[src/rtl/alu_datapath.sv]
// alu_datapath: registered 8-bit, seven-operation ALU with a 2-bit control FSM.
// The operands A/B are captured from num1/num2 under in_sel control. The
// result `out` is a one-hot out_sel pick among the operation results on the
// stored operands. currState/nextState are exported for monitoring.
module alu_datapath (
  input  logic       clk,
  input  logic       rst,
  input  logic       on,
  input  logic [2:0] in_sel,
  input  logic [7:0] num1,
  input  logic [7:0] num2,
  input  logic [6:0] out_sel,
  output logic [7:0] out,
  output logic [1:0] currState,
  output logic [1:0] nextState
);

  localparam logic [1:0] ST_OFF   = 2'b00;
  localparam logic [1:0] ST_CLEAR = 2'b01;
  localparam logic [1:0] ST_LOAD  = 2'b10;
  localparam logic [1:0] ST_HOLD  = 2'b11;

  localparam logic [6:0] SEL_ADD = 7'b1000000;
  localparam logic [6:0] SEL_SUB = 7'b0100000;
  localparam logic [6:0] SEL_MUL = 7'b0010000;
  localparam logic [6:0] SEL_AND = 7'b0001000;
  localparam logic [6:0] SEL_OR  = 7'b0000100;
  localparam logic [6:0] SEL_XOR = 7'b0000010;
  localparam logic [6:0] SEL_NOT = 7'b0000001;

  logic [1:0] state_q;
  logic [1:0] state_d;
  logic [7:0] a_q;
  logic [7:0] b_q;
  logic [7:0] out_d;

  // Operation results; all 8-bit so carries, borrows and high product bits drop.
  logic [7:0] add_s;
  logic [7:0] sub_s;
  logic [7:0] mul_s;

  assign add_s = a_q + b_q;
  assign sub_s = a_q - b_q;
  assign mul_s = a_q * b_q;

  // State register: reset forces OFF, otherwise follow the next-state logic.
  always_ff @(posedge clk or posedge rst) begin
    if (rst) begin
      state_q <= ST_OFF;
    end else begin
      state_q <= state_d;
    end
  end

  // Next-state logic: enable first, then clear > load > persist/idle.
  always_comb begin
    state_d = ST_HOLD;
    if (!on) begin
      state_d = ST_OFF;
    end else if (in_sel[0]) begin
      state_d = ST_CLEAR;
    end else if (in_sel[1]) begin
      state_d = ST_LOAD;
    end else begin
      state_d = ST_HOLD;
    end
  end

  // Operand registers: load or clear according to the state being entered.
  always_ff @(posedge clk or posedge rst) begin
    if (rst) begin
      a_q <= 8'd0;
      b_q <= 8'd0;
    end else begin
      case (state_d)
        ST_LOAD: begin
          a_q <= num1;
          b_q <= num2;
        end
        ST_CLEAR: begin
          a_q <= 8'd0;
          b_q <= 8'd0;
        end
        default: begin
          a_q <= a_q;
          b_q <= b_q;
        end
      endcase
    end
  end

  // Output logic: zero when OFF or when out_sel is not exactly one-hot.
  always_comb begin
    out_d = 8'd0;
    if (state_q == ST_OFF) begin
      out_d = 8'd0;
    end else begin
      case (out_sel)
        SEL_ADD: out_d = add_s;
        SEL_SUB: out_d = sub_s;
        SEL_MUL: out_d = mul_s;
        SEL_AND: out_d = a_q & b_q;
        SEL_OR:  out_d = a_q | b_q;
        SEL_XOR: out_d = a_q ^ b_q;
        SEL_NOT: out_d = ~a_q;
        default: out_d = 8'd0;
      endcase
    end
  end

  assign out       = out_d;
  assign currState = state_q;
  assign nextState = state_d;

endmodule

[config.mk]
export PLATFORM = sky130hd
export DESIGN_NAME = alu_datapath
export DESIGN_NICKNAME = d
export VERILOG_FILES = /design/src/rtl/alu_datapath.sv
export SDC_FILE = /design/constraint.sdc
export NUM_CORES = 1
export LEC_CHECK = 0
export CORE_ASPECT_RATIO = 0.7
export CORE_UTILIZATION = 30
export DETAILED_ROUTE_END_ITERATION = 7
export SLEW_MARGIN = 20
export SYNTH_ARGS = -nofsm -noshare
export SYNTH_HDL_FRONTEND = slang
export SYNTH_SLANG_ARGS = --single-unit
export TNS_END_PERCENT = 1
[constraint.sdc]
create_clock -name clk -period 6 [get_ports clk]
set_input_delay 1.2 -clock clk [delete_from_list [all_inputs] [get_ports clk]]
set_output_delay 1.2 -clock clk [all_outputs]
set_load 0.005 [all_outputs]
==> results.cfg, run 1 <==
[cells_and_area]
design_area_mm2 = 0.00362
multi_input_area_mm2 = 0.00203
ff_latch_area_um2 = 455
area_growth_pct = 32.8
num_antenna_cells = 0
layout-drive-gt1-share_pct = 16.3
postLayoutCoreUtil_pct = 42.0
fin_nets = 484
fillers = 872

[yosys]
yosys.area.top_type_share_pct = 18.4
synth_xor_area_share_pct = 9.04
syn_nets = 410
synth_fa_ha_area_share_pct = 27.9
synth_edf_count = 0
synth_top_area_cell = ha_1
synthTopCellsByArea = ha_1 18%, dfrtp_1 17%, fa_1 9.5%
yosys.area_share.simple_pct = 16.4
ys_async_sr_fraction_pct = 100
synth_top_flop_cell = dfrtp_1
netlist_instances = 328
synth_compound_area_share_pct = 20.4
yosys_warnings = 0
yosysUniqueCellTypes = 51
synth_top_family_by_area = adder cells
seq_area_frac_synth_pct = 16.5
netlist_area_mm2 = 0.00273
synthMuxAreaShare_pct = 0.413
syn_avg_cell_area_um2 = 8.31
ys_seq_elements = 18

[die]
die_area_mm2 = 0.00948
rows = 28
die_x_um = 116
ios = 41
initial_core_util_pct = 31.6
die_h_um = 81.8
core_mm2 = 0.00862

[global_route]
antenna_found_initial = 0
overflow = 0
grt_pass1_wl_mm = 12.6
grt_pass1_vias = 2510
grt_usage_pct = 17.3
grt_max_degree = 19

[routing]
ant_nets = 0
vias_per_cell = 4.92
drc = 0
vias = 2559
wirelength_mm = 7.49
drt_first_pass_iters = 8
drt-initial-drc-count = 169
post_drt_wl_per_cell_um = 14.4

[place]
gp_congestion = 0.941
placement.cell_area_mm2 = 0.00351
dp_slack_ns = -0.176
hpwl_mm = 6.45
io_buffers = 39

[timing]
fin_skew_ns = 0
setup_violations = 0
fin_tns_setup_ns = 0
fmax_mhz = 173
slew_violations = 0
rsz0062_at_grt = false
hold_ws_ns = 0.582
layout_min_cycle_time_ns = 5.79
hold_viol_final = 0
fin_ws_ns = 0.213
slew_headroom_pct = 57.1
min_period_over_period_pct = 96.5
tightest_slew_ns = 0.642

[cts]
ctsHoldBuffers = 0
root_buffer = clkbuf_16
htree_levels = 1
clkLatencyLatePin_ns = 0.24
cts_buffers = 3
clk_pin_slew_ns = 0.05
cts_tree = yes
clock_path_buffers = 2
clkSinkCount = 18

[worst_setup_path]
crit_fanout = 2
critPathRequiredTime_ns = 4.80
startpoint_type = primary input
path_class = primary input to output pin
cp.arrival_ns = 4.59
end_kind = output pin

[min_path]
hp-class = register to register

[pwr]
power_density_mw_per_mm2 = 157
peakVddDrop_uv = 109
p_leak_nw = 1.67

[job]
timing.max_cap.violations = 0

[status]
status = finished clean
[routing by layer]
layer,vias to the layer above,routed length (um),track usage (%)
li1,1263,-,-
met1,1191,3840,25.6
met2,97,3020,26.7
met3,8,559,2.14
met4,0,68,3.46
met5,-,0,0
[critical path, stage by stage]
cell and delay (ns):
clkdlybuf4s50_1 0.43, or4_4 0.55, nor4b_4 0.29, mux2_2 0.38, buf_4 0.14, fa_1 0.42
nor2b_1 0.16, o21ai_1 0.10, buf_4 0.13, nand3b_1 0.07, nand3b_1 0.07, a21oi_1 0.13
clkdlybuf4s50_1 0.51
[registers in the layout, indices dropped and copies added, names as in the netlist]
signal / cells
currState: 2
b_q: 8
a_q: 8
[placed cells by master, fill, tap and decap left out, types with 2 or more instances in the layout]
| cell | instances |
|---|---|
| a21oi_2 | 3 |
| nor2_1 | 28 |
| a22o_1 | 11 |
| xnor3_1 | 2 |
| a21boi_0 | 2 |
| a21oi_1 | 16 |
| nand2b_1 | 2 |
| nor3_1 | 3 |
| fa_1 | 13 |
| a222oi_1 | 3 |
| o21ai_0 | 7 |
| clkbuf_16 | 3 |
| dfrtp_2 | 4 |
| a21o_1 | 3 |
| nand3b_1 | 2 |
| dfrtp_1 | 14 |
| xor2_1 | 4 |
| a2bb2oi_1 | 6 |
| ha_1 | 40 |
| nor2b_1 | 3 |
| o22a_1 | 2 |
| o221ai_1 | 2 |
| a31oi_1 | 3 |
| xnor2_1 | 19 |
| inv_1 | 49 |
| o21a_1 | 3 |
| o22ai_1 | 8 |
| or4_4 | 2 |
| nand2_1 | 30 |
| or3_1 | 2 |
| buf_4 | 45 |
| clkdlybuf4s50_1 | 37 |
| and2_1 | 3 |
| o21ai_1 | 2 |
| nor4_1 | 3 |
| nand3_1 | 2 |
[logic make-up (layout without fill, tap and decap cells)]
kind of cell | after synthesis | after routing
adders and majority gates | 53 | 53
DFF | 18 | 18
buffers and inverters | 64 | 136
muxes | 1 | 1
and+or+nand+nor | 88 | 88
xor gates and xnor gates | 25 | 25
AOI/OAI and AO/OA | 79 | 79
[path summary, 6_finish.rpt]
| kind | startpoint | end | slack (ns) | cells after the start |
|---|---|---|---|---|
| max | out_sel[0] | out[4] | 0.21 | 13 |
| min | b_q[3] | b_q[3] | 0.58 | 1 |
| max reg2reg | a_q[3] | a_q[3] | 4.82 | 4 |
| min reg2reg | b_q[3] | b_q[3] | 0.58 | 1 |
| max in group asynchronous | rst | b_q[3] | 4.20 | 2 |
| min in group asynchronous | rst | b_q[4] | 1.34 | 2 |
[repair_timing]
action	CTS	global route
pin swaps	3	3
resized for setup	7	7
endpoints found under the setup margin	2	2
setup buffers	1	2
[metrics by stage]
stage | power (mW) | std cells
after floorplan | 0.318 | 328
after global placement | 0.424 | 514
after detailed placement | 0.429 | 514
after CTS | 0.566 | 518
after global routing | 0.612 | 520
final | 0.567 | 520
[power by group]
group	internal (mW)	leakage, nW	switching [mW]
Combinational	0.153	1.40	0.141
Sequential	0.133	0.231	0.0136
Clock	0.0873	0.0370	0.0393
[final cells by class]
| type | count | share of cell area, % |
|---|---|---|
| Inverter | 49 | 5.08 |
| Sequential cell | 18 | 12.6 |
| Tap cell | 120 | 4.15 |
| Clock buffer | 3 | 2.07 |
| Multi-Input combinational cell | 246 | 56.1 |
| Timing Repair Buffer | 84 | 20.0 |
[cell usage after synthesis (4+ instances only)]
cell	instances
inv_1	49
ha_1	40
nand2_1	30
nor2_1	28
xnor2_1	19
a21oi_1	18
dfrtp_1	18
clkbuf_1	13
fa_1	13
a22o_1	11
o21ai_0	8
o22ai_1	8
a2bb2oi_1	6
xor2_1	4
Power figures use the tool's default switching activity.
==> run 2, diff against run 1 <==
--- a/config.mk
+++ b/config.mk
@@ -8,6 +8,7 @@
 export CORE_ASPECT_RATIO = 0.7
 export CORE_UTILIZATION = 30
 export DETAILED_ROUTE_END_ITERATION = 7
+export MAX_ROUTING_LAYER = met4
 export SLEW_MARGIN = 20
 export SYNTH_ARGS = -nofsm -noshare
 export SYNTH_HDL_FRONTEND = slang
==> run 2 against run 1 <==
Die area unchanged. Largest power group unchanged. Non-clock buffer count down 1. Combinational power about the same. Global-route usage up 1.2 points.
==> results.cfg, run 2 (synthesized netlist as in run 1, its figures left out) <==
[worst_setup_path]
cpPeakStageDelay_ns = 0.55
end_kind = output pin
crit_slowest_cell = fa_1
timing.rr.start = a_q[4]
crit_cells = 16
startpoint_type = register
endpoint = out[7]
path_class = register to output pin
r2r_cells = 3
worst-path-buf-inv = 5
r2r_slack_ns = 4.87
r2r_end = a_q[4]
crit_start = b_q[3]
cp_cell_sequence = ha_1 -> inv_1 -> fa_1 -> inv_1 -> ha_1 -> fa_1 -> inv_1 -> fa_1 -> inv_1 -> ha_1 -> a21oi_2 -> xnor3_1 -> xnor3_1 -> a21oi_2 -> a21oi_2 -> dlygate4sd2_1
path_delay_family = adder cells
cp.arrival_ns = 4.65
critPathMostFrequentCell = inv_1
critPathRequiredTime_ns = 4.80
crit_fanout = 5

[pwr]
power_density_mw_per_mm2 = 157
p_leak_nw = 1.67
total_power_mw = 0.570
peakVddDrop_uv = 120

[status]
status = finished clean

[die]
die_h_um = 81.8
die_area_mm2 = 0.00948
core_mm2 = 0.00862
ios = 41
die_x_um = 116
initial_core_util_pct = 31.6
rows = 28

[cells_and_area]
fillers = 883
fin_nets = 483
layout-drive-gt1-share_pct = 16.3
num_antenna_cells = 0
design_area_mm2 = 0.00362
area_growth_pct = 32.9
multi_input_area_mm2 = 0.00204
final_common_cell = inv_1
postLayoutCoreUtil_pct = 42.0
final_cell_mix = 49 x inv_1, 44 x buf_4, 40 x ha_1, 37 x clkdlybuf4s50_1, 30 x nand2_1
fin_cells = 519
ff_latch_area_um2 = 455

[cts]
cts_buffers = 3
clk_pin_slew_ns = 0.05
clkLatencyLatePin_ns = 0.25
clock_path_buffers = 2
root_buffer = clkbuf_16
ctsHoldBuffers = 0
cts_tree = yes
clkSinkCount = 18
htree_levels = 1

[place]
placement.cell_area_mm2 = 0.00350
hpwl_mm = 6.58
dp_cells = 513
gp_congestion = 0.919
io_buffers = 39

[job]
timing.max_cap.violations = 0

[timing]
fin_tns_setup_ns = 0
fin_skew_ns = 0
hold_viol_final = 0
setup_violations = 0
slew_violations = 0
tightest_slew_ns = 0.691
layout_min_cycle_time_ns = 5.85
slew_headroom_pct = 53.9
fmax_mhz = 171
rsz0062_at_grt = true
min_period_over_period_pct = 97.6

[routing]
drc = 0
drt_first_pass_iters = 4
vias = 2580
wirelength_mm = 7.91
ant_nets = 0
drt-initial-drc-count = 124
post_drt_wl_per_cell_um = 15.2
vias_per_cell = 4.97

[global_route]
overflow = 0
antenna_found_initial = 0
grt_pass1_wl_mm = 13.0
grt_max_degree = 19
grt_usage_pct = 18.4
grt_pass1_vias = 2587

[min_path]
hp-class = register to register
-- run 2: cell count changes in the layout (fill, tap and decap cells not counted) --
cell,change
o21ai_0,+1
nor3_1,-1
buf_4,-1
fa_2,+1
nor3_2,+1
dlygate4sd2_1,+2
o21ai_1,-1
clkbuf_2,-1
clkdlybuf4s15_1,-1
fa_1,-1
-- run 2: stage by stage --
stage                     setup slack [ns]  hold slack, ns
after floorplan                      0.638           0.551
after global placement              -0.165           0.588
after detailed placement            -0.166           0.584
after CTS                           0.0340           0.585
after global routing              -0.00726           0.588
final                                0.146           0.576
-- run 2: worst min path at each step --
stage	from	to	cells after the start	slack, ns
detailed placement	a_q[1]	a_q[1]	1	0.58
global route	b_q[4]	b_q[4]	1	0.59
floorplan	b_q[6]	b_q[6]	1	0.55
CTS	a_q[1]	a_q[1]	1	0.58
global placement	b_q[4]	b_q[4]	1	0.59
finish	a_q[1]	a_q[1]	1	0.58
-- run 2: power by group --
group	total, mW	switching [mW]	internal, mW
Sequential	0.147	0.0147	0.132
Combinational	0.294	0.143	0.150
Clock	0.129	0.0417	0.0876
-- run 2: per-layer routing --
metal | global-route usage, % | wire length [um] | share of wire (%)
met5 | - | 0 | 0
met4 | 2.82 | 67 | 0.85
met3 | 1.55 | 498 | 6.3
met2 | 28.0 | 3250 | 41
met1 | 27.0 | 4100 | 52
-- run 2: what timing repair did --
item / in CTS / in global routing
buffers inserted: 3 / 0
gates cloned: 0 / 0
pin swaps: 4 / 1
endpoints found under the setup margin: 2 / 2
gates resized for setup: 5 / 7
-- run 2: area by class of cell --
type | instances | share of cell area [%]
multi-input cells | 246 | 56.3
repair buffers | 83 | 19.8
flip-flops and latches | 18 | 12.6
inverters | 49 | 5.08
well taps | 120 | 4.15
clock buffers | 3 | 2.07
